**src/rtl/muldiv_sequencer_if.sv**
```systemverilog
// Request/response bundle between the pipeline control and the multi-cycle mul/div sequencer.
interface muldiv_sequencer_if #(
  parameter int unsigned WIDTH = 32
);
  logic             start;
  logic [3:0]       aluCtrl;
  logic [WIDTH-1:0] srcA;
  logic [WIDTH-1:0] srcB;
  logic             stall;
  logic             busy;
  logic             done;
  logic [WIDTH-1:0] result;
  logic             divByZero;

  modport master (
    output start, aluCtrl, srcA, srcB,
    input  stall, busy, done, result, divByZero
  );

  modport slave (
    input  start, aluCtrl, srcA, srcB,
    output stall, busy, done, result, divByZero
  );
endinterface

```
**src/rtl/muldiv_sequencer.sv**
```systemverilog
// Iterative shift-add multiplier / restoring divider that stalls the pipeline while running.
// Build option: define MULDIV_SIGNED_EN for two's-complement operands (default is unsigned).
module muldiv_sequencer #(
  parameter int unsigned WIDTH = 32,
  parameter int unsigned CNT_W = 6
) (
  input logic               clk,
  input logic               reset,
  muldiv_sequencer_if.slave io_bus
);
  localparam logic [3:0] OP_MUL = 4'd13;
  localparam logic [3:0] OP_DIV = 4'd14;
  localparam logic [3:0] OP_MOD = 4'd15;

  typedef enum logic [1:0] {S_IDLE, S_RUN, S_DONE} state_t;

  state_t             r_state;
  logic [CNT_W-1:0]   r_cnt;
  logic               r_is_mul;
  logic               r_is_mod;
  logic [WIDTH-1:0]   r_opnd;
  logic [2*WIDTH-1:0] r_acc;
  logic               r_busy;
  logic               r_done;
  logic               r_dbz;
  logic [WIDTH-1:0]   r_result;

  logic               w_op_ok;
  logic               w_accept;
  logic               w_b_zero;
  logic [WIDTH-1:0]   w_mag_a;
  logic [WIDTH-1:0]   w_mag_b;
  logic [WIDTH:0]     w_sum;
  logic [WIDTH:0]     w_shift;
  logic [WIDTH:0]     w_diff;
  logic               w_borrow;
  logic [2*WIDTH-1:0] w_acc_nxt;
  logic [WIDTH-1:0]   w_raw;
  logic [WIDTH-1:0]   w_final;

  assign w_op_ok  = (io_bus.aluCtrl == OP_MUL) || (io_bus.aluCtrl == OP_DIV) ||
                    (io_bus.aluCtrl == OP_MOD);
  assign w_accept = (r_state == S_IDLE) && io_bus.start && w_op_ok;
  assign w_b_zero = (io_bus.srcB == '0);

`ifdef MULDIV_SIGNED_EN
  // Iterate on magnitudes; the result sign is decided at accept and applied on the way out.
  logic r_neg_res;
  logic w_neg_a;
  logic w_neg_b;

  assign w_neg_a = io_bus.srcA[WIDTH-1];
  assign w_neg_b = io_bus.srcB[WIDTH-1];
  assign w_mag_a = w_neg_a ? WIDTH'(WIDTH'(0) - io_bus.srcA) : io_bus.srcA;
  assign w_mag_b = w_neg_b ? WIDTH'(WIDTH'(0) - io_bus.srcB) : io_bus.srcB;
  assign w_final = r_neg_res ? WIDTH'(WIDTH'(0) - w_raw) : w_raw;
`else
  assign w_mag_a = io_bus.srcA;
  assign w_mag_b = io_bus.srcB;
  assign w_final = w_raw;
`endif

  // One iteration: acc = {hi, lo}. Mul: hi accumulates, lo shifts out multiplier bits.
  // Div: hi is the partial remainder, lo shifts dividend out and quotient bits in.
  assign w_sum     = {1'b0, r_acc[2*WIDTH-1:WIDTH]} + (r_acc[0] ? {1'b0, r_opnd} : '0);
  assign w_shift   = {r_acc[2*WIDTH-1:WIDTH], r_acc[WIDTH-1]};
  assign w_diff    = w_shift - {1'b0, r_opnd};
  assign w_borrow  = w_diff[WIDTH];
  assign w_acc_nxt = r_is_mul ? {w_sum, r_acc[WIDTH-1:1]}
                              : {(w_borrow ? w_shift[WIDTH-1:0] : w_diff[WIDTH-1:0]),
                                 r_acc[WIDTH-2:0], ~w_borrow};
  assign w_raw     = r_is_mod ? w_acc_nxt[2*WIDTH-1:WIDTH] : w_acc_nxt[WIDTH-1:0];

  assign io_bus.stall     = w_accept || (r_state == S_RUN);
  assign io_bus.busy      = r_busy;
  assign io_bus.done      = r_done;
  assign io_bus.result    = r_result;
  assign io_bus.divByZero = r_dbz;

  always_ff @(posedge clk) begin
    if (reset) begin
      r_state  <= S_IDLE;
      r_cnt    <= '0;
      r_is_mul <= 1'b0;
      r_is_mod <= 1'b0;
      r_opnd   <= '0;
      r_acc    <= '0;
      r_busy   <= 1'b0;
      r_done   <= 1'b0;
      r_dbz    <= 1'b0;
      r_result <= '0;
`ifdef MULDIV_SIGNED_EN
      r_neg_res <= 1'b0;
`endif
    end else begin
      case (r_state)
        S_IDLE: begin
          if (w_accept) begin
            r_is_mul <= (io_bus.aluCtrl == OP_MUL);
            r_is_mod <= (io_bus.aluCtrl == OP_MOD);
            r_cnt    <= CNT_W'(WIDTH);
            if (io_bus.aluCtrl == OP_MUL) begin
              r_opnd <= w_mag_a;
              r_acc  <= {WIDTH'(0), w_mag_b};
            end else begin
              r_opnd <= w_mag_b;
              r_acc  <= {WIDTH'(0), w_mag_a};
            end
`ifdef MULDIV_SIGNED_EN
            r_neg_res <= (io_bus.aluCtrl == OP_MOD) ? w_neg_a : (w_neg_a ^ w_neg_b);
`endif
            if ((io_bus.aluCtrl != OP_MUL) && w_b_zero) begin
              // Zero divisor short-circuits straight to DONE with fixed results.
              r_state  <= S_DONE;
              r_done   <= 1'b1;
              r_dbz    <= 1'b1;
              r_result <= (io_bus.aluCtrl == OP_MOD) ? io_bus.srcA : '1;
            end else begin
              r_state <= S_RUN;
              r_busy  <= 1'b1;
            end
          end
        end
        S_RUN: begin
          r_acc <= w_acc_nxt;
          r_cnt <= r_cnt - CNT_W'(1);
          if (r_cnt == CNT_W'(1)) begin
            r_state  <= S_DONE;
            r_busy   <= 1'b0;
            r_done   <= 1'b1;
            r_dbz    <= 1'b0;
            r_result <= w_final;
          end
        end
        S_DONE: begin
          r_state <= S_IDLE;
          r_done  <= 1'b0;
        end
        default: begin
          r_state <= S_IDLE;
          r_busy  <= 1'b0;
          r_done  <= 1'b0;
        end
      endcase
    end
  end
endmodule

```
**src/flat_wrapper.sv**
```systemverilog
// flat-port wrapper written by rule: the top's interface ports become plain ports
module muldiv_sequencer_flat 
#(
  parameter int unsigned WIDTH = 32,
  parameter int unsigned CNT_W = 6
)
  (clk, reset, io_bus_start, io_bus_aluCtrl, io_bus_srcA, io_bus_srcB, io_bus_stall, io_bus_busy, io_bus_done, io_bus_result, io_bus_divByZero);
  muldiv_sequencer_if #(.WIDTH(WIDTH)) io_bus_i ();
  input logic clk;
  input logic reset;
  input wire logic [$bits(io_bus_i.start)-1:0] io_bus_start;
  input wire logic [$bits(io_bus_i.aluCtrl)-1:0] io_bus_aluCtrl;
  input wire logic [$bits(io_bus_i.srcA)-1:0] io_bus_srcA;
  input wire logic [$bits(io_bus_i.srcB)-1:0] io_bus_srcB;
  output wire logic [$bits(io_bus_i.stall)-1:0] io_bus_stall;
  output wire logic [$bits(io_bus_i.busy)-1:0] io_bus_busy;
  output wire logic [$bits(io_bus_i.done)-1:0] io_bus_done;
  output wire logic [$bits(io_bus_i.result)-1:0] io_bus_result;
  output wire logic [$bits(io_bus_i.divByZero)-1:0] io_bus_divByZero;
  assign io_bus_i.start = io_bus_start;
  assign io_bus_i.aluCtrl = io_bus_aluCtrl;
  assign io_bus_i.srcA = io_bus_srcA;
  assign io_bus_i.srcB = io_bus_srcB;
  assign io_bus_stall = io_bus_i.stall;
  assign io_bus_busy = io_bus_i.busy;
  assign io_bus_done = io_bus_i.done;
  assign io_bus_result = io_bus_i.result;
  assign io_bus_divByZero = io_bus_i.divByZero;
  muldiv_sequencer #(.WIDTH(WIDTH), .CNT_W(CNT_W)) u_core (.clk(clk), .reset(reset), .io_bus(io_bus_i));
endmodule
```
**config.mk**
```make
export PLATFORM = sky130hd
export DESIGN_NAME = muldiv_sequencer_flat
export DESIGN_NICKNAME = d
export VERILOG_FILES = /design/src/rtl/muldiv_sequencer_if.sv /design/src/rtl/muldiv_sequencer.sv /design/src/flat_wrapper.sv
export SDC_FILE = /design/constraint.sdc
export NUM_CORES = 1
export LEC_CHECK = 0
export CAP_MARGIN = 20
export CORE_ASPECT_RATIO = 1.1
export CORE_MARGIN = 3
export CORE_UTILIZATION = 47
export CTS_CLUSTER_SIZE = 10
export DETAILED_ROUTE_END_ITERATION = 10
export DONT_BUFFER_PORTS = 1
export GPL_TIMING_DRIVEN = 1
export PLACE_DENSITY = 0.67
export SLEW_MARGIN = 20
export SYNTH_ARGS = -nofsm -noshare
export SYNTH_HDL_FRONTEND = slang
export SYNTH_SLANG_ARGS = --single-unit
export TNS_END_PERCENT = 50
```
**constraint.sdc**
```tcl
create_clock -name clk -period 4.4 [get_ports clk]
set_clock_uncertainty 0.2 [all_clocks]
set_input_delay 0.44 -clock clk [delete_from_list [all_inputs] [get_ports clk]]
set_output_delay 0.44 -clock clk [all_outputs]
set_load 0.05 [all_outputs]
```
# Word level (Yosys, flattened, before mapping)
# Index checks and enable logic that the tools add are counted.
# word_totals
mem_bits_rw	0
ff_bits	141
inputBits	71
elab_cells	69
memories	0
latchBits	0
rom_bits	0
# classes
mux	28
shifts	0
n_mul	0
n_reduce_logical	15
eq_ne	11
div	0
magnitude_cmp	0
n_bitwise	2
n_addsub	3
# ops
cell	n
two-way mux 32 bit	9
two-way mux 64 bit	2
one-hot mux 64 bit (2 select lines)	1
one-hot mux 32 bit (2 select lines)	1
adder 32 x 33 -> 33 bit	1
subtractor 33 x 32 -> 33 bit	1
logical NOT 32 bit	1
== test 4 bit (second input constant)	3
one-hot mux 6 bit (2 select lines)	1
AND reduction 4 bit	2
== test 6 x 1 -> 1 bit (second input constant)	1
two-way mux 1 bit	6
two-way mux 2 bit	3
two-way mux 6 bit	1
!= test 2 bit (second input constant)	3
AND reduction 2 bit	3
subtractor 6 x 1 -> 6 bit (second input constant)	1
!= test 4 bit (second input constant)	1
one-hot mux 1 bit (2 select lines)	2
one-hot mux 2 bit (2 select lines)	1
logical AND 1 bit	3
logical OR 1 bit	3
one-hot mux 1 bit (3 select lines)	1
AND reduction 3 bit	1
6 further kinds	7

# Logic depth before layout (Yosys ltp)
# Gate-level depths: netlist of run 1.
# logic_depth
depth_word	6
mapped_depth	14

# Worst setup path after synthesis of run 1
# No wires, ideal clock.
# synth_timing
path_kind	flip-flop to flip-flop
start	reg u_core.r_acc[31]
end	reg u_core.r_acc[37]
arrival_ps	2925
path_stages_with_launch	15
setup_slack_ps	1157
setup_time_ps	117
path_buffers	1
path_cell_list	dfxtp_1 > inv_1 > ha_1 > inv_1 > fa_1 > a21o_1 > a31o_2 > a21oi_2 > o22a_2 > nand2b_4 > a211oi_1 > buf_2 > nor2_2 > a311o_1 > a32o_1
# synth_between
elab_chain_len	4
# synth_lines
item	line	source
from (decl)	muldiv_sequencer.sv:22	logic [2*WIDTH-1:0] r_acc;
from (signal assigned)	muldiv_sequencer.sv:104	r_acc <= {WIDTH'(0), w_mag_b};
from (signal assigned)	muldiv_sequencer.sv:107	r_acc <= {WIDTH'(0), w_mag_a};
from (signal assigned)	muldiv_sequencer.sv:125	r_acc <= w_acc_nxt;
subtractor 33 x 32 -> 33 bit	muldiv_sequencer.sv:67	assign w_diff = w_shift - {1'b0, r_opnd};
two-way mux 32 bit	muldiv_sequencer.sv:70	: {(w_borrow ? w_shift[WIDTH-1:0] : w_diff[WIDTH-1:0]),
two-way mux 64 bit	muldiv_sequencer.sv:69	assign w_acc_nxt = r_is_mul ? {w_sum, r_acc[WIDTH-1:1]}
one-hot mux 64 bit (2 select lines)	muldiv_sequencer.sv:96	case (r_state)
# No other way between the ends.
# A chain may end at the register's enable or synchronous reset.

# Final worst setup path of run 1
# layout_timing
start	reg u_core.r_acc[31]
end	reg u_core.r_result[19], in the netlist u_core.io_bus.result[19]
# layout_between
elab_chain_len	6
# layout_lines
item	line	source
subtractor 33 x 32 -> 33 bit	muldiv_sequencer.sv:67	
two-way mux 32 bit	muldiv_sequencer.sv:70	
two-way mux 64 bit	muldiv_sequencer.sv:69	
two-way mux 32 bit	muldiv_sequencer.sv:72	assign w_raw = r_is_mod ? w_acc_nxt[2*WIDTH-1:WIDTH] : w_acc_nxt[WIDTH-1:0];
two-way mux 32 bit	muldiv_sequencer.sv:127	if (r_cnt == CNT_W'(1)) begin
one-hot mux 32 bit (2 select lines)	muldiv_sequencer.sv:96	
to (signal assigned)	muldiv_sequencer.sv:117	r_result <= (io_bus.aluCtrl == OP_MOD) ? io_bus.srcA : '1;
to (signal assigned)	muldiv_sequencer.sv:132	r_result <= w_final;
to (decl)	muldiv_sequencer.sv:26	logic [WIDTH-1:0] r_result;
# No other way between the ends. The select of a mux whose other input is x is not followed.

==> results.ini, run 1 <==
[placed_design]
dpl.cell_count = 1779
port_buffers = 0
gp_congestion = 1.05
place_hpwl_mm = 31.2

[setup_path]
cp.arrival_ns = 4.07
slowest_delay_ns = 0.71
worstSetupPathType = flip-flop to flip-flop
crit_fanout = 19
worst_ep_required_time_ns = 4.49
cp_common_cell = inv_1
cp_num_buf_inv = 2
crit_path_start_kind = flip-flop
crit_chain = inv_1 -> ha_1 -> inv_1 -> fa_1 -> a21o_1 -> a31o_2 -> a21oi_2 -> o22a_2 -> nand2b_4 -> a32oi_2 -> nand2_4 -> a311oi_1 -> o22ai_1
cp_slowest_cell = a32oi_2
cp_top_family = compound AO/OA/AOI/OAI gates
endpoint_kind = flip-flop

[cells_and_area]
final_common_cell = nand2_1
nNetsFinal = 1690
final_cell_mix = 227 x nand2_1, 189 x nor2_1, 140 x dfxtp_1
drive_gt1_share_pct = 8.82
fin_cells = 1869
antenna-diode-count = 0
area_delta_synth_final_pct = 12.6
final_core_util_pct = 53.9

[synth]
ys.flop_type = dfxtp_1
synthArstFlopShare_pct = 0
yosys.area_share.simple_pct = 23.4
synthCells = 1548
yosysWarnings = 0
synth_seq_cells = 141
yosysSeqAreaShare_pct = 24.9
netlist_area_um2 = 11300
synth-edff-count = 0
synth_fa_ha_area_share_pct = 7.63
synth-compound-area-share_pct = 31.4
syn_area_per_cell_um2 = 7.33
synth_top_family_by_area = compound AO/OA/AOI/OAI gates
syn_nets = 1687
synth_xor_area_share_pct = 3.32
synthMuxAreaShare_pct = 3.54
synth_cell_type_count = 76

[floorplan]
start_util_pct = 47.9
core_um2 = 23700
ioPinCount = 107
fp.dieW_um = 154
dieHeight_um = 169
die-area_um2 = 26000
rows = 59

[clock_network]
cts_buffers = 17
tritoncts = yes
cts_sinks = 141
cts_root_buf = clkbuf_16
clockBufferDepth = 2
clkTransAtPathRegs_ns = 0.06
cts.htree.levels = 4
cts_resized = 0
worstSkewPairLatency_ns = 0.43

[power]
p_leak_nw = 5.15
p_total_mw = 4.48
power.density_nw_per_um2 = 351
ir_worst_vdd_v = 0.000237

[global_routing]
top_usage_layer = met2
antenna_found_initial = 0
grt_pass1_vias = 11500
grt_pass1_wl_mm = 66.5
use_met1_pct = 46.0
track_usage_pct = 31.9
grt_max_degree = 87
grtUsageMet2_pct = 47.6
grt_overflow = 0
use_met3_pct = 7.36

[timing]
tns_ns = 0
fin_crit_ns = 3.98
setup_viol_count_final = 0
max_slew.worst_pin.slew_ns = 1.03
hold_violations = 0
rsz0062_at_grt = no
drv_slew = 0
fmax_ghz = 0.251
slew_headroom_pct = 31.5
period_share_pct = 90.4

[routing]
routed_via_density = 6.64
first_pass_iters = 9
drt_iter0_markers = 1605
num_vias = 12400
routed_wl_mm = 43.2
ant_nets = 0
drcViolationCount = 0
wl_per_cell_um = 23.1

[run_status]
status = finished, final reports clean

[run]
cap_violations = 0

[min_path]
hp-class = input port to flip-flop

==> repair_timing <==
action / 4_1_cts / 5_1_grt
buffers inserted: 0 / 0
setup endpoints to repair: 0 / 0
endpoints found under the hold margin: 86 / 0
hold buffers: 58 / 0
==> cell families after synthesis <==
| kind of cell | Yosys count |
|---|---|
| AO/OA/AOI/OAI | 503 |
| XOR/XNOR | 43 |
| adder cells (fa/ha/maj) | 68 |
| buffers and inverters | 164 |
| flip-flops | 141 |
| multiplexers | 36 |
| AND/OR/NAND/NOR | 593 |
==> per-stage QoR <==
step                area [um2]  hold WS, ns  worst slack (ns)
finish                   12800       0.0176             0.422
global route             12800       0.0335             0.205
CTS                      12800      0.00963             0.463
detailed placement       11600        0.292             0.479
global placement         11600        0.271             0.604
floorplan                11300        0.255              1.16
==> synth_stat cells (all sizes together), types with 21 or more instances <==
master,number,area (um2)
o21ai,72,360
ha,66,826
nor2,193,727
a21oi,125,629
nand2,229,870
mux2,30,342
and2,36,225
inv,59,221
a21o,31,233
dfxtp,141,2820
xnor2,25,219
a311oi,39,342
a221oi,53,464
nand3,21,105
o211ai,23,173
clkbuf,87,328
==> path summary, 6_finish.rpt <==
kind,endpoint,start,slack (ns),depth (start not counted)
worst max-delay path,u_core.io_bus.result[19],u_core.r_acc[31],0.42,13
worst min register to register,u_core.r_cnt[5],u_core.r_cnt[5],0.31,1
worst min-delay path,u_core.r_state[1],reset,0.02,2
worst max register to register,u_core.io_bus.result[19],u_core.r_acc[31],0.42,13
==> cell type report <==
type,count,area [um2]
clock buffer,19,453
clock inverter,13,130
fill,2240,10900
inverter,59,221
multi-input combinational,1243,7900
sequential,141,2830
tap,305,382
timing repair buffer,89,851
==> sequential cells by signal, summed over array words and instances (netlist names) <==
| register | cells |
|---|---|
| u_core.io_bus.divByZero | 1 |
| u_core.r_is_mod | 1 |
| u_core.io_bus.result | 32 |
| u_core.r_is_mul | 1 |
| u_core.io_bus.busy | 1 |
| u_core.r_state | 2 |
| u_core.r_opnd | 32 |
| u_core.io_bus.done | 1 |
| u_core.r_acc | 64 |
| u_core.r_cnt | 6 |
==> routing by layer <==
layer	vias up	routed length [um]
met3	89	4900
met5	-	0
met2	718	18500
met1	5902	18600
li1	5692	-
met4	0	1120
==> report_power, final <==
group	leakage, nW	total, mW	switching (mW)	internal, mW
Clock	0.273	1.45	0.632	0.819
Combinational	3.74	1.63	1.03	0.603
Sequential	1.14	1.40	0.0793	1.32
(Power assumes the default switching activity.)
==> run 2, diff against run 1 <==
--- a/config.mk
+++ b/config.mk
@@ -14,6 +14,7 @@
 export DONT_BUFFER_PORTS = 1
 export GPL_TIMING_DRIVEN = 1
 export PLACE_DENSITY = 0.67
+export REMOVE_ABC_BUFFERS = 1
 export SLEW_MARGIN = 20
 export SYNTH_ARGS = -nofsm -noshare
 export SYNTH_HDL_FRONTEND = slang
==> run 2 against run 1 <==
Core utilization grew 0.34 points. Hold slack lost 0.0068 ns. Sequential share of layout area shrank 0.14 points. Largest cell class unchanged. Highest routed layer unchanged.
==> results.ini, run 2 (synthesis results as in run 1) <==
[run_status]
status = finished, final reports clean

[setup_path]
rrSetupSlack_ns = 0.28  ; -0.14 ns
crit_chain = inv_1 -> ha_1 -> nand4_1 -> or3_1 -> or4_1 -> o22a_2 -> nand2b_4 -> a32o_2 -> nor3_1 -> o311ai_0 -> o2bb2ai_1
cp_num_buf_inv = 1  ; -1
slowest_delay_ns = 0.72  ; about the same
cp_slowest_cell = a32o_2
cp.arrival_ns = 4.27  ; +0.20 ns
endpoint_kind = flip-flop
rr_worst_depth = 11  ; -2
crit_fanout = 30  ; +11
worstReg2RegStart = u_core.r_opnd[20]
cp_num_cells = 11  ; -2
critPathLaunch = u_core.r_opnd[20]
crit_end = u_core.io_bus.result[2]
r2r-end = u_core.io_bus.result[2]
crit_path_start_kind = flip-flop
worst_ep_required_time_ns = 4.56  ; +0.07 ns
cp_top_family = compound AO/OA/AOI/OAI gates
worstSetupPathType = flip-flop to flip-flop

[routing]
drt_iter0_markers = 1392  ; -13%
wl_per_cell_um = 23.5  ; +1.8%
ant_nets = 0  ; unchanged
routed_via_density = 6.68  ; +0.63%
routed_wl_mm = 44.0  ; +1.9%
num_vias = 12500  ; +0.74%
first_pass_iters = 6  ; -3
drcViolationCount = 0  ; unchanged

[cells_and_area]
nNetsFinal = 1692  ; +0.12%
multiInputGateArea_um2 = 7930  ; +0.38%
final_cell_mix = 227 x nand2_1, 187 x nor2_1, 140 x dfxtp_1
largest_register_ffs = 64  ; unchanged
fin_area_um2 = 12800  ; +0.63%
fin_cells = 1871  ; +0.11%
fillCellCount = 2230  ; -0.45%
final_common_cell = nand2_1
seq_area_um2 = 2830  ; unchanged
drive_gt1_share_pct = 8.88  ; +0.053 points
area_delta_synth_final_pct = 13.3
antenna-diode-count = 0  ; unchanged
regMostFlops = u_core.r_acc

[floorplan]
die-area_um2 = 26000  ; unchanged
ioPinCount = 107  ; unchanged
dieHeight_um = 169  ; unchanged
fp.dieW_um = 154  ; unchanged
rows = 59  ; unchanged
core_um2 = 23700  ; unchanged
start_util_pct = 47.9  ; unchanged

[clock_network]
ctsHoldBuffers = 60  ; +3.4%
clockBufferDepth = 2  ; unchanged
tritoncts = yes
clkTransAtPathRegs_ns = 0.06  ; about the same
worstSkewPairLatency_ns = 0.44  ; about the same
cts_resized = 0  ; unchanged
post_cts_buffers = 0  ; unchanged
cts_sinks = 141  ; unchanged
cts_root_buf = clkbuf_16
cts.htree.levels = 4  ; unchanged
cts_buffers = 17  ; unchanged

[global_routing]
grt_overflow = 0  ; unchanged
antenna_found_initial = 0  ; unchanged
track_usage_pct = 32.7  ; +0.86 points
grt_max_degree = 87  ; unchanged
grt_pass1_vias = 11800  ; +2.5%
grt_pass1_wl_mm = 68.0  ; +2.3%

[placed_design]
gp_congestion = 0.995  ; -5.4%
place_area_um2 = 11600  ; about the same
port_buffers = 0  ; unchanged
dpl.cell_count = 1777  ; -0.11%
place_hpwl_mm = 30.5  ; -2.2%

[timing]
fmax_ghz = 0.243  ; -3.4%
fin_crit_ns = 4.12  ; +0.139 ns
rsz0062_at_grt = no
slew_headroom_pct = 36.8  ; +5.3 points
drv_slew = 0  ; unchanged
period_share_pct = 93.6  ; +3.2 points
hold_violations = 0  ; unchanged
max_slew.worst_pin.slew_ns = 0.948  ; -0.0794 ns
setup_viol_count_final = 0  ; unchanged

[power]
power.density_nw_per_um2 = 356  ; +1.3%
p_leak_nw = 5.19  ; +0.67%
ir_worst_vdd_v = 0.000254  ; +7.2%

[min_path]
hp-class = input port to flip-flop

[run]
cap_violations = 0  ; unchanged

## run 2: changes by cell type in the layout (fill, tap and decap cells not counted), moves of 2 or more
cell and delta:
clkinv_2 +2, clkinv_4 -2, dlygate4sd3_1 +2, nor2_1 -2
## run 2: metrics by stage
stage	util [%]	worst slack, ns	total power, mW	TNS (ns)	hold slack (ns)
floorplan	-	-0.812	2.48	-30.43	0.244
global placement	48.9	0.455	2.98	0	0.260
detailed placement	48.9	0.385	2.98	0	0.269
CTS	54.0	0.374	4.52	0	0.000937
global route	54.2	0.0230	4.74	0	0.00182
finish	54.2	0.283	4.57	0	0.0108
## run 2: final cells by class
cell class,instances,area share (%)
Tap cell,305,2.97
Timing Repair Buffer,91,6.93
Multi-Input combinational cell,1243,61.8
Clock buffer,20,3.55
Inverter,59,1.72
Clock inverter,12,1.06
Sequential cell,141,22.0
## run 2: report_power, final
| part | switching, mW | internal (mW) | total [mW] | leakage, nW |
|---|---|---|---|---|
| sequential | 0.0792 | 1.32 | 1.40 | 1.14 |
| clock | 0.615 | 0.870 | 1.49 | 0.283 |
| combinational | 1.04 | 0.641 | 1.68 | 3.76 |
| total | 1.74 | 2.83 | 4.57 | 5.19 |
## run 2: worst min-delay path by stage
stage / from / to / cells after the start
6_report: io_bus_srcB[14] / u_core.r_opnd[14] / 2
5_1_grt: io_bus_srcB[30] / u_core.r_opnd[30] / 2
4_1_cts: io_bus_srcB[14] / u_core.r_opnd[14] / 2
3_5_place_dp: u_core.r_cnt[5] / u_core.r_cnt[5] / 1
3_3_place_gp: u_core.r_cnt[5] / u_core.r_cnt[5] / 1
2_1_floorplan: u_core.r_cnt[5] / u_core.r_cnt[5] / 1
## run 2: routing by layer
metal / GRT usage [%] / part of all wire [%] / vias to the layer above
met2: 50.9 / 45 / 753
met1: 45.2 / 41 / 5910
li1: - / - / 5703
met3: 5.86 / 10 / 127
met5: 0 / 0 / -
met4: 12.3 / 3.8 / 0
==> run 3, diff against run 2 <==
--- a/config.mk
+++ b/config.mk
@@ -9,6 +9,7 @@
 export CORE_ASPECT_RATIO = 1.1
 export CORE_MARGIN = 3
 export CORE_UTILIZATION = 47
+export CTS_BUF_LIST = sky130_fd_sc_hd__clkbuf_2 sky130_fd_sc_hd__clkbuf_4 sky130_fd_sc_hd__clkbuf_8
 export CTS_CLUSTER_SIZE = 10
 export DETAILED_ROUTE_END_ITERATION = 10
 export DONT_BUFFER_PORTS = 1
==> run 3 against run 2 <==
Via count is 0.59% higher. Maximum frequency up 1.4%. Die area is the same. Core utilization down 0.50 points. Flip-flop and latch count stayed put. Final cell count grew 0.37%. First-iteration DRC count rose by 8.5%. Combinational power barely moved. Clock-buffer cell count did not move. Critical path depth did not move. Sequential power barely moved. Critical endpoint is now u_core.r_acc[37]. Largest power group unchanged.
==> results.ini, run 3 (synthesis results as in run 1) <==
[run_status]
status = finished, final reports clean

[timing]
fin_crit_ns = 4.06  ; -0.0580 ns
whs_ns = 0.0288  ; +0.0180 ns
drv_slew = 0  ; unchanged
hold_violations = 0  ; unchanged
max_slew.worst_pin.slew_ns = 0.935  ; -0.0126 ns
rsz0062_at_grt = no
fmax_ghz = 0.246  ; +1.4%
period_share_pct = 92.2  ; -1.3 points
slew_headroom_pct = 37.6  ; +0.84 points
setup_viol_count_final = 0  ; unchanged

[setup_path]
endpoint_kind = flip-flop
rrSetupSlack_ns = 0.34  ; +0.06 ns
crit_path_start_kind = flip-flop
cp.arrival_ns = 4.22  ; -0.05 ns
crit_fanout = 30  ; unchanged
worstSetupPathType = flip-flop to flip-flop
worst_ep_required_time_ns = 4.56  ; about the same

[power]
ir_worst_vdd_v = 0.000214  ; -16%
p_comb_share_pct = 40.3  ; +3.5 points
p_seq_share_pct = 33.2  ; +2.5 points
p_total_mw = 4.22  ; -7.7%
p_sw_mw = 1.71  ; -1.8%
power.density_nw_per_um2 = 331  ; -6.9%
p_leak_nw = 5.14  ; -0.96%
switching_share_pct = 40.4  ; +2.4 points
clkPwrFrac_pct = 26.5  ; -6.0 points
p_int_mw = 2.51  ; -11%

[min_path]
hp-class = input port to flip-flop

[clock_network]
cts_resized = 0  ; unchanged
cts.htree.levels = 4  ; unchanged
cts_sinks = 141  ; unchanged
tritoncts = yes
worstSkewPairLatency_ns = 0.47  ; +0.03 ns
cts_buffers = 17  ; unchanged
clockBufferDepth = 2  ; unchanged
cts_root_buf = clkbuf_8
clkTransAtPathRegs_ns = 0.09  ; +0.03 ns

[floorplan]
ioPinCount = 107  ; unchanged
rows = 59  ; unchanged
start_util_pct = 47.9  ; unchanged
die-area_um2 = 26000  ; unchanged
core_um2 = 23700  ; unchanged
fp.dieW_um = 154  ; unchanged
dieHeight_um = 169  ; unchanged

[routing]
highest_layer = met4
num_vias = 12600  ; +0.59%
dr_wl_met3_mm = 4.85  ; +8.3%
routed_wl_mm = 44.7  ; +1.6%
drcViolationCount = 0  ; unchanged
wl_per_cell_um = 23.8  ; +1.2%
drt_iter0_markers = 1511  ; +8.5%
wl_met1_mm = 18.2  ; -0.10%
ant_nets = 0  ; unchanged
routed_via_density = 6.69  ; +0.22%
met2_length_mm = 19.8  ; +1.3%
first_pass_iters = 6  ; unchanged

[global_routing]
grt_overflow = 0  ; unchanged
grt_max_degree = 89  ; +2.3%
grt_pass1_vias = 11700  ; -0.12%
track_usage_pct = 33.1  ; +0.39 points
grt_pass1_wl_mm = 68.5  ; +0.68%
antenna_found_initial = 1  ; +1

[cells_and_area]
regMostFlops = u_core.r_acc
drive_gt1_share_pct = 8.90  ; +0.024 points
final_common_cell = nand2_1
final_cell_mix = 227 x nand2_1, 187 x nor2_1, 140 x dfxtp_1
antenna-diode-count = 0  ; unchanged
nNetsFinal = 1699  ; +0.41%
area_delta_synth_final_pct = 12.2
largest_register_ffs = 64  ; unchanged

[run]
cap_violations = 0  ; unchanged

[placed_design]
gp_congestion = 0.995  ; unchanged
port_buffers = 0  ; unchanged
place_hpwl_mm = 30.5  ; unchanged

## run 3: cell types whose count changed in the layout (fill, tap and decap cells not counted), sizes merged
cell,previous run,this run
dlygate4sd3,59,66
## run 3: through the flow
stage                     area, um2  setup WS (ns)  util, %  TNS (ns)  cells
after floorplan               10900         -0.812        -    -30.43   1443
after global placement        11600          0.455     48.9         0   1777
after detailed placement      11600          0.385     48.9         0   1777
after CTS                     12700          0.372     53.4         0   1875
after global routing          12700         0.0238     53.7         0   1878
final                         12700          0.341     53.7         0   1878
## run 3: power by group through the flow
stage	clock network (mW)	registers, mW	logic, mW
after detailed placement	0	1.43	1.56
after global placement	0	1.43	1.55
final	1.12	1.40	1.70
after CTS	1.12	1.40	1.64
after global routing	1.18	1.41	1.80
after floorplan	0	1.40	1.08
## run 3: repair_timing
| item | CTS | global route |
|---|---|---|
| buffers inserted | 0 | 0 |
| hold buffers | 66 | 1 |
| hold endpoints to repair | 87 | 1 |
## run 3: worst paths after layout
path,start,end,cells past startpoint
worst max-delay path,u_core.r_opnd[23],u_core.r_acc[37],11
worst min register to register,u_core.r_cnt[5],u_core.r_cnt[5],1
worst min-delay path,reset,u_core.io_bus.result[12],2
worst max register to register,u_core.r_opnd[23],u_core.r_acc[37],11
## run 3: layout make-up
type | instances | area, um2
fill | 2245 | 11000
multi-input combinational | 1243 | 7930
sequential | 141 | 2830
timing repair buffer | 98 | 961
tap | 305 | 382
clock buffer | 20 | 269
inverter | 59 | 221
clock inverter | 12 | 136
## run 3: routing by layer
metal / vias up / global-route usage (%)
li1: 5708 / -
met1: 5948 / 45.6
met2: 773 / 51.5
met3: 138 / 6.37
met4: 0 / 12.4
met5: - / 0
## run 3: worst max-delay path, stage by stage (launching register included)
cell and delay, ns:
dfxtp_1 0.37, inv_1 0.06, ha_1 0.48, nand2_2 0.12, or3_1 0.41, or4_1 0.42, o22a_2 0.26, nand2b_4 0.13
a32o_2 0.71, nor2_2 0.20, a311o_1 0.34, a32o_1 0.25
==> edit 1 (settings of run 3) <==
Reset style: asynchronous (`reset`), changed in one clocked block.
--- a/src/rtl/muldiv_sequencer.sv
+++ b/src/rtl/muldiv_sequencer.sv
@@ -77,7 +77,7 @@
   assign io_bus.result    = r_result;
   assign io_bus.divByZero = r_dbz;
 
-  always_ff @(posedge clk) begin
+  always_ff @(posedge clk or posedge reset) begin
     if (reset) begin
       r_state  <= S_IDLE;
       r_cnt    <= '0;
Function: differs if reset is asserted again (counterexample within 4 cycles, from zero or initial values and one cycle with reset high); with reset held inactive, the same outputs for 10 cycles.
==> edit 1 against run 3 <==
  * Sequential cell count unchanged
  * Via count is 4.9% lower
  * Design area rose by 1.5%
  * Critical path depth rose by 3
  * Area after synthesis is 1.4% higher
  * Worst setup slack better by 0.051 ns
  * Count of clock-buffer cells in the layout down 3
  * Cell count down 2.9%
  * Worst hold slack improved by 0.0023 ns
  * Global-route usage down 2.4 points
  * Sequential share of layout area grew 5.1 points
  * Wire length is 7.5% lower
Power is not compared: it rests on default switching activity, and its combinational part moved more than twofold at a synthesized area within 25%.
==> edit 1: results (changes against run 3) <==
<table>
<tr><th>Metric</th><th>Value</th></tr>
<tr><th colspan="2">Yosys</th></tr>
<tr><td>Post-synthesis adder-cell area fraction</td><td>0.0753 (was 0.0763)</td></tr>
<tr><td>Compound-Gate Fraction of Synth Area</td><td>0.270 (was 0.314)</td></tr>
<tr><td>XOR/XNOR Fraction of Synth Area</td><td>0.0434 (was 0.0332)</td></tr>
<tr><td>Library cells used by synthesis</td><td>68 (was 76)</td></tr>
<tr><th colspan="2">Critical path</th></tr>
<tr><td>Arrival @ worst endpoint</td><td>4.15 ns (was 4.22 ns)</td></tr>
<tr><td>Slowest library cell on the worst path</td><td>sky130_fd_sc_hd__mux4_2 (was sky130_fd_sc_hd__a32o_2)</td></tr>
<tr><td>Depth of the worst register-to-register path</td><td>14 (was 11)</td></tr>
<tr><td>Worst setup path startpoint</td><td>u_core.r_acc[31] (was u_core.r_opnd[23])</td></tr>
<tr><th colspan="2">Route</th></tr>
<tr><td>Routed met2 length</td><td>18800 um (was 19800 um)</td></tr>
<tr><td>Routed wl met3</td><td>3590 um (was 4850 um)</td></tr>
<tr><td>Via count</td><td>11948 (was 12567)</td></tr>
<tr><td>Per-cell routed wire length</td><td>22.7 um (was 23.8 um)</td></tr>
<tr><th colspan="2">Global route</th></tr>
<tr><td>Via count of the first global-routing pass</td><td>11374 (was 11747)</td></tr>
<tr><td>Maximum number of pins on one net before global-route repair</td><td>69 (was 89)</td></tr>
<tr><td>Met2 usage</td><td>0.483 (was 0.515)</td></tr>
<tr><td>Number of antenna violations at the first check in global routing</td><td>0 (was 1)</td></tr>
<tr><td>GRT Overall Usage</td><td>0.307 (was 0.331)</td></tr>
<tr><td>Wire length of the first global-routing pass</td><td>64200 um (was 68500 um)</td></tr>
<tr><td>Global routing met1 resource utilization</td><td>0.423 (was 0.456)</td></tr>
<tr><th colspan="2">Final layout</th></tr>
<tr><td>Fill cell total of the finished layout</td><td>2215 (was 2245)</td></tr>
<tr><td>Nets</td><td>1645 (was 1699)</td></tr>
<tr><td>Fraction of final layout cells with drive strength greater than 1</td><td>0.0639 (was 0.0890)</td></tr>
<tr><th colspan="2">STA</th></tr>
<tr><td>Worst Hold Slack</td><td>0.0311 ns (was 0.0288 ns)</td></tr>
<tr><td>Rel. slew slack</td><td>0.432 (was 0.376)</td></tr>
<tr><th colspan="2">Min path</th></tr>
<tr><td>Cell count of the worst hold path</td><td>4 (was 2)</td></tr>
<tr><th colspan="2">Status</th></tr>
<tr><td>Result of the run</td><td>complete, no violations (unchanged)</td></tr>
<tr><th colspan="2">Place</th></tr>
<tr><td>GP Congestion</td><td>0.989 (was 0.995)</td></tr>
</table>
## edit 1: cell count changes after synthesis, moves of 21 or more
| cell | run 3 | this run |
|---|---|---|
| sky130_fd_sc_hd__nand2_1 | 227 | 201 |
| sky130_fd_sc_hd__o21ai_0 | 66 | 128 |
| sky130_fd_sc_hd__mux2i_1 | 6 | 45 |
| sky130_fd_sc_hd__a311oi_1 | 39 | 1 |
| sky130_fd_sc_hd__dfrtp_1 | 0 | 141 |
| sky130_fd_sc_hd__dfxtp_1 | 141 | 0 |
| sky130_fd_sc_hd__inv_1 | 59 | 80 |
| sky130_fd_sc_hd__a31oi_1 | 12 | 50 |
| sky130_fd_sc_hd__nor2_1 | 192 | 141 |
| sky130_fd_sc_hd__a221oi_1 | 53 | 21 |
## edit 1: timing repair
action | in CTS | in global routing
setup buffers | 0 | 0
endpoints found under the hold margin | 100 | 0
hold buffers | 65 | 0
## edit 1: metrics by stage
stage | cells | worst slack [ns] | cell area, um2 | utilization | TNS [ns]
after floorplan | 1389 | -2.29 | 11100 | - | -119.83
after global placement | 1727 | 0.578 | 11800 | 0.496 | 0
after detailed placement | 1727 | 0.466 | 11800 | 0.496 | 0
after CTS | 1824 | 0.446 | 12900 | 0.542 | 0
after global routing | 1824 | 0.205 | 12900 | 0.542 | 0
final | 1824 | 0.392 | 12900 | 0.542 | 0
## edit 1: cell type report
type                    count  share of cell area
well taps                 305              0.0295
flip-flops and latches    141               0.273
multi-input cells        1167               0.569
repair buffers             98              0.0705
clock inverters            15              0.0154
inverters                  81              0.0239
clock buffers              17              0.0181
## edit 1: power by group
part           switching [mW]  internal (mW)  leakage [nW]
Sequential               1.32           1.92          1.67
Combinational            4.33           3.11          3.84
Clock                   0.621          0.584         0.216
Total                    6.27           5.61          5.72
==> edit 2 (flow settings as in run 3) <==
Made on the original files. `WIDTH` is set to 32 in 3 places; all go to 48.
--- a/src/rtl/muldiv_sequencer_if.sv
+++ b/src/rtl/muldiv_sequencer_if.sv
@@ -1,6 +1,6 @@
 // Request/response bundle between the pipeline control and the multi-cycle mul/div sequencer.
 interface muldiv_sequencer_if #(
-  parameter int unsigned WIDTH = 32
+  parameter int unsigned WIDTH = 48
 );
   logic             start;
   logic [3:0]       aluCtrl;
--- a/src/rtl/muldiv_sequencer.sv
+++ b/src/rtl/muldiv_sequencer.sv
@@ -1,7 +1,7 @@
 // Iterative shift-add multiplier / restoring divider that stalls the pipeline while running.
 // Build option: define MULDIV_SIGNED_EN for two's-complement operands (default is unsigned).
 module muldiv_sequencer #(
-  parameter int unsigned WIDTH = 32,
+  parameter int unsigned WIDTH = 48,
   parameter int unsigned CNT_W = 6
 ) (
   input logic               clk,
--- a/src/flat_wrapper.sv
+++ b/src/flat_wrapper.sv
@@ -1,7 +1,7 @@
 // flat-port wrapper written by rule: the top's interface ports become plain ports
 module muldiv_sequencer_flat 
 #(
-  parameter int unsigned WIDTH = 32,
+  parameter int unsigned WIDTH = 48,
   parameter int unsigned CNT_W = 6
 )
   (clk, reset, io_bus_start, io_bus_aluCtrl, io_bus_srcA, io_bus_srcB, io_bus_stall, io_bus_busy, io_bus_done, io_bus_result, io_bus_divByZero);
Ports: changed (resized io_bus_result, io_bus_srcA and io_bus_srcB); port bits go from 107 to 155. The function was not compared with the original's and may differ.
==> edit 2 against run 3 <==
  * Global-route usage is 1.3 points higher
  * Total power is 47% higher
  * Worst setup slack worse by 0.24 ns
  * Fmax is 5.6% lower
  * Core utilization is 2.1 points higher
  * Sequential cell count is 64 higher
  * Area after synthesis is 46% higher
  * Worst hold slack better by 0.0054 ns
  * Synthesized cell count is 46% higher
  * Sequential power is 51% higher
  * Wire length is 47% higher
  * Design area is 51% higher
  * Critical path type unchanged
==> edit 2: results (changes against run 3) <==
<table>
<tr><th>Metric</th><th>Value</th></tr>
<tr><th colspan="2">Yosys</th></tr>
<tr><td>XOR/XNOR Fraction of Synth Area</td><td>0.0429 (was 0.0332)</td></tr>
<tr><td>Flip-flop and latch count after synthesis</td><td>205 (was 141)</td></tr>
<tr><td>Compound-Gate Fraction of Synth Area</td><td>0.323 (was 0.314)</td></tr>
<tr><td>Synthesized instance count</td><td>2256 (was 1548)</td></tr>
<tr><td>Library cells used by synthesis</td><td>79 (was 76)</td></tr>
<tr><th colspan="2">Route</th></tr>
<tr><td>Via count</td><td>18272 (was 12567)</td></tr>
<tr><td>DR vias/cell</td><td>6.53 (was 6.69)</td></tr>
<tr><th colspan="2">Global route</th></tr>
<tr><td>Global routing met1 resource utilization</td><td>0.454 (was 0.456)</td></tr>
<tr><td>GRT Overall Usage</td><td>0.344 (was 0.331)</td></tr>
<tr><td>Maximum number of pins on one net before global-route repair</td><td>162 (was 89)</td></tr>
<tr><td>Global routing met3 resource utilization</td><td>0.0702 (was 0.0637)</td></tr>
<tr><th colspan="2">Final layout</th></tr>
<tr><td>Fill cell total of the finished layout</td><td>3252 (was 2245)</td></tr>
<tr><td>Number of logic inverters in the finished layout</td><td>76 (was 59)</td></tr>
<tr><td>Fraction of final layout cells with drive strength greater than 1</td><td>0.0993 (was 0.0890)</td></tr>
<tr><td>Fraction of area in multi-input gates</td><td>0.603 (was 0.623)</td></tr>
<tr><td>Clock network share of area</td><td>0.0424 (was 0.0318)</td></tr>
<tr><td>Multi-input gate count</td><td>1814 (was 1243)</td></tr>
<tr><td>Clock buffers</td><td>60 (was 20)</td></tr>
<tr><td>Area taken by flip-flops and latches</td><td>4110 um2 (was 2830 um2)</td></tr>
<tr><th colspan="2">CTS</th></tr>
<tr><td>CTS clock-pin slew for the worst setup and hold paths</td><td>0.06 ns (was 0.09 ns)</td></tr>
<tr><th colspan="2">Place</th></tr>
<tr><td>GP Congestion</td><td>1.01 (was 0.995)</td></tr>
<tr><td>Number of placed cells counting well taps</td><td>2585 (was 1777)</td></tr>
<tr><th colspan="2">Status</th></tr>
<tr><td>Result of the run</td><td>complete, no violations (unchanged)</td></tr>
<tr><th colspan="2">Power</th></tr>
<tr><td>Total leakage power</td><td>8.00 nW (was 5.14 nW)</td></tr>
<tr><td>Int Pwr</td><td>3.87 mW (was 2.51 mW)</td></tr>
<tr><th colspan="2">Critical path</th></tr>
<tr><td>Arrival @ worst endpoint</td><td>4.60 ns (was 4.22 ns)</td></tr>
<tr><td>Depth of the worst register-to-register path</td><td>16 (was 11)</td></tr>
<tr><td>Slowest library cell on the worst path</td><td>sky130_fd_sc_hd__a2111oi_0 (was sky130_fd_sc_hd__a32o_2)</td></tr>
</table>
==> edit 2: metrics by stage <==
stage / cell area, um2 / setup slack [ns]
after floorplan: 15900 / -1.93
after global placement: 16900 / 0.151
after detailed placement: 16900 / 0.0874
after CTS: 19200 / 0.0423
after global routing: 19200 / 0.00789
final: 19200 / 0.102
==> edit 2: worst max-delay path, delay by kind of cell, from the launching register on <==
kind	cells	cell delay, ns
buffers and inverters	4	0.70
AOI/OAI and AO/OA	9	2.34
and+or+nand+nor	2	0.25
DFF	1	0.35
adders and majority gates	1	0.33
==> edit 2: power groups by stage <==
stage	registers [mW]	logic (mW)	clock network, mW
after floorplan	2.12	1.29	0
after global placement	2.16	1.84	0
after detailed placement	2.16	1.84	0
after CTS	2.12	1.99	2.09
after global routing	2.13	2.20	2.16
final	2.12	2.04	2.06
==> edit 2: layer usage <==
metal,vias to the layer above,wire length [um]
met2,946,29300
met1,8696,27400
met5,-,17
li1,8439,-
met4,2,2990
met3,189,6150
